--- src/rtl/uart_rx.sv ---
// uart_rx: 8N1 UART receiver, MSB first, samples each bit at its centre using a CLK_FREQ/BAUD divider
// Ports: clk, rst_n (async active-low), rxd (async serial in, idle high),
//        rx_data (last good byte), rx_valid / rx_frame_err (one-cycle pulses), rx_busy (frame in progress)
module uart_rx #(
  parameter int CLK_FREQ = 48000,
  parameter int BAUD     = 9600
) (
  input  logic       clk,
  input  logic       rst_n,
  input  logic       rxd,
  output logic [7:0] rx_data,
  output logic       rx_valid,
  output logic       rx_frame_err,
  output logic       rx_busy
);
  localparam int BAUD_DIVIDOR = CLK_FREQ / BAUD;
  localparam logic [15:0] FULL = 16'(BAUD_DIVIDOR - 1);
  localparam logic [15:0] HALF = 16'(BAUD_DIVIDOR / 2 - 1);
  typedef enum logic [1:0] {IDLE, START, DATA, STOP} state_t;
  state_t      state;
  logic [1:0]  sync;
  logic        rxd_s;
  logic [15:0] sample_cntr;
  logic [3:0]  bit_cntr;
  logic [7:0]  shift_reg;
  logic        stop_err;
  assign rxd_s = sync[1];
  always_ff @(posedge clk or negedge rst_n) begin
    if (!rst_n) begin
      sync         <= 2'b11;
      state        <= IDLE;
      sample_cntr  <= '0;
      bit_cntr     <= '0;
      shift_reg    <= '0;
      stop_err     <= 1'b0;
      rx_data      <= '0;
      rx_valid     <= 1'b0;
      rx_frame_err <= 1'b0;
      rx_busy      <= 1'b0;
    end else begin
      sync         <= {sync[0], rxd};
      rx_valid     <= 1'b0;
      rx_frame_err <= 1'b0;
      sample_cntr  <= sample_cntr + 16'd1;
      case (state)
        IDLE: begin
          sample_cntr <= '0;
          if (!rxd_s) begin
            state   <= START;
            rx_busy <= 1'b1;
          end
        end
        START: if (sample_cntr == HALF) begin
          sample_cntr <= '0;
          bit_cntr    <= '0;
          state       <= rxd_s ? IDLE : DATA;
          rx_busy     <= !rxd_s;
        end
        DATA: if (sample_cntr == FULL) begin
          sample_cntr <= '0;
          shift_reg   <= {shift_reg[6:0], rxd_s};
          bit_cntr    <= bit_cntr + 4'd1;
          if (bit_cntr == 4'd7) state <= STOP;
        end
        STOP: begin
          // after a bad stop bit, hold here until the line returns to idle
          if (stop_err) begin
            if (rxd_s) begin
              state    <= IDLE;
              rx_busy  <= 1'b0;
              stop_err <= 1'b0;
            end
          end else if (sample_cntr == FULL) begin
            sample_cntr <= '0;
            if (rxd_s) begin
              rx_data  <= shift_reg;
              rx_valid <= 1'b1;
              state    <= IDLE;
              rx_busy  <= 1'b0;
            end else begin
              rx_frame_err <= 1'b1;
              stop_err     <= 1'b1;
            end
          end
        end
        default: begin
          state   <= IDLE;
          rx_busy <= 1'b0;
        end
      endcase
    end
  end
endmodule
--- config.mk ---
export PLATFORM = sky130hd
export DESIGN_NAME = uart_rx
export DESIGN_NICKNAME = d
export VERILOG_FILES = /design/src/rtl/uart_rx.sv
export SDC_FILE = /design/constraint.sdc
export NUM_CORES = 1
export LEC_CHECK = 0
export ABC_AREA = 0
export BUFFER_PORTS_ARGS = -buffer_cell sky130_fd_sc_hd__buf_4
export CAP_MARGIN = 10
export CORE_UTILIZATION = 40
export DETAILED_ROUTE_END_ITERATION = 10
export PLACE_DENSITY = 0.61
export SYNTH_ARGS = -nofsm -noshare
export SYNTH_HDL_FRONTEND = slang
export SYNTH_SLANG_ARGS = --single-unit
--- constraint.sdc ---
create_clock -name clk -period 5.5 [get_ports clk]
set_input_delay 0.825 -clock clk [delete_from_list [all_inputs] [get_ports clk]]
set_output_delay 0.825 -clock clk [all_outputs]
set_load 0.02 [all_outputs]
==> run metrics <==
post-route ant nets=0; highest clock rate=445 MHz; combinational share of power=30.1%; register area=0.00110 mm2; GRT overflow=0; final setup margin=3.25 ns; commonest non-fill, non-tap cells in the layout=dfrtp_1, mux2_2, nor3_1, buf_4, o21ai_0; Vias/cell=5.44; clk_lat worst skew=0.30 ns; Syn Std Cell Area=0.00218 mm2; net switching fraction of the power=35.7%; drt wl/cell=14.7 um; Tmin final=2.25 ns; clk root buf=clkbuf_8; DP HPWL=2620 um; final core occ=47.4%; # hold bufs at CTS=0; RSZ-0062 raised after global routing=no; Total GRT Usage=15.6%; IO Pins=14; Worst Setup Path Type=reg2reg; Slew headroom=36.0%; number of synthesized flops with an enable pin=0; hold_ws=0.359 ns; Power Density=414 mW/mm2; drt drc=0; vias=1496; post-CTS setup buffer count=0; global placement routability congestion=0.745; Sw Pwr=0.363 mW; Largest register FFs=16; CTS Buf Count=5; Starting Density=42.2%; final hold vios=0; Yosys reg bits=44; Worst-Margin Slew=0.960 ns; Horiz. Die Dim=75.9 um; first-pass GRT wire length=6760 um; status=complete, no violations; DIE HEIGHT=75.9 um; CORE AREA=0.00517 mm2; fin crit share=40.9%; Multi-input gate area=0.00102 mm2; Hold Crit Class=reg2reg; asr flop ratio synth=100%; Layout Nets=212; critical path arrival=2.39 ns; site row count=26; max-cap check violation count=0; Diodes inserted=0; vias in the first global route=1401; first-pass iteration count of the detailed router=4; Yosys cell types=46; syn_nets=200; critical path data required time=5.64 ns; Layout area overhead=12.4%; most common cell after layout, fill and taps aside=dfrtp_1; CTS resizes=0; synth warn=0; share of layout cells above drive strength 1=23.9%; Syn Inst Count=192; die area=0.00575 mm2; Clock Tree Buf Depth=2; clock skew=0.00378 ns; Finished Cell Area=0.00245 mm2; fin. max-slew vios=0; CP startpoint kind=register; Sink Count=44; fillers=480; CTS clk-pin slew, worst paths=0.08 ns; Lkg Pwr=1.06 nW; Crit Path Max Fanout=16; Iteration-0 DRC Markers=40; VDD IR max=0.245 mV; Post-Syn Area per Cell=11.4 um2; H-tree depth=2; Setup TNS=0 ns; DP Area=0.00233 mm2; PortBufs=13; sequential-to-total area share from yosys stat=50.6%; TritonCTS clock tree=yes; Int Pwr=0.653 mW; final WL=4040 um; Place WS=3.25 ns; critical path endpoint category=register; final setup vio count=0; clock network power share=26.1%; Seq pwr share=43.8%; ys flop type=dfrtp_1; initial antenna violation count=0; largest net degree at the start of global routing=45
-- synth_stat cells (2+ instances only) --
cell | number | area share (%)
dfrtp_1 | 42 | 48
mux2_2 | 16 | 8.3
nor3_1 | 14 | 3.2
o21ai_0 | 10 | 2.3
nand2_1 | 9 | 1.5
xor2_1 | 9 | 3.6
nand3_1 | 8 | 1.8
a211oi_1 | 6 | 2.1
clkbuf_1 | 6 | 1.0
nand4_1 | 6 | 1.7
ha_1 | 5 | 2.9
nor2_1 | 5 | 0.86
or3_1 | 5 | 1.4
a21oi_1 | 4 | 0.92
and4_1 | 4 | 1.6
inv_1 | 4 | 0.69
a31oi_1 | 3 | 0.86
buf_4 | 2 | 0.69
dfstp_2 | 2 | 2.4
nand4_2 | 2 | 1.1
nor2_4 | 2 | 1.0
nor3b_1 | 2 | 0.69
nor4_1 | 2 | 0.57
nor4bb_1 | 2 | 0.92
-- per-layer routing --
layer  GRT usage, %  vias to the layer above  wire length [um]
li1               -                      737                 -
met1           21.8                      733              2050
met2           24.1                       21              1820
met3           2.91                        5               102
met4           6.17                        0                66
met5              0                        -                 0
-- logic make-up (layout without fill, tap and decap cells) --
| group | after synthesis | in the layout | synth area share (%) |
|---|---|---|---|
| multiplexers | 17 | 17 | 8.72 |
| AO/OA/AOI/OAI | 32 | 32 | 10.5 |
| AND/OR/NAND/NOR | 70 | 70 | 20.5 |
| XOR/XNOR | 10 | 10 | 4.01 |
| buffers and inverters | 14 | 27 | 2.81 |
| flip-flops | 44 | 44 | 50.6 |
| adder cells (fa/ha/maj) | 5 | 5 | 2.87 |
-- stage by stage --
| step | power [mW] | cells |
|---|---|---|
| final | 1.02 | 275 |
| after global routing | 1.08 | 275 |
| after CTS | 1.03 | 275 |
| after detailed placement | 0.760 | 267 |
| after global placement | 0.759 | 267 |
| after floorplan | 0.653 | 192 |
-- power by group through the flow --
| stage | Combinational (mW) | Sequential [mW] | Clock, mW |
|---|---|---|---|
| 2_1_floorplan | 0.227 | 0.426 | 0 |
| 3_3_place_gp | 0.306 | 0.452 | 0 |
| 3_5_place_dp | 0.308 | 0.452 | 0 |
| 4_1_cts | 0.309 | 0.445 | 0.274 |
| 5_1_grt | 0.338 | 0.455 | 0.282 |
| 6_report | 0.305 | 0.445 | 0.265 |
-- worst paths after layout --
check / startpoint / end / slack (ns) / cells after the start
setup / recovery: sample_cntr[8] / sample_cntr[4] / 3.25 / 4
hold / removal: sync[0] / sync[1] / 0.36 / 0
setup reg to reg: sample_cntr[8] / sample_cntr[4] / 3.25 / 4
hold reg to reg: sync[0] / sync[1] / 0.36 / 0
max in group asynchronous: rst_n / sync[1] / 4.61 / 1
min in group asynchronous: rst_n / sample_cntr[13] / 0.52 / 1
-- critical path: stages, from the launching register on --
cell       delay (ns)
dfrtp_1          0.45
nor4_2           0.43
nand4_2          0.19
a2111oi_4        0.91
nor3_1           0.12
-- layout make-up --
cell class	count	share of cell area [%]
clock buffers	6	3.37
clock inverters	2	1.58
inverters	5	0.765
multi-input cells	134	41.5
flip-flops and latches	44	45.0
well taps	70	3.57
repair buffers	14	4.28
No activity file was read; power rests on OpenSTA's default activity.
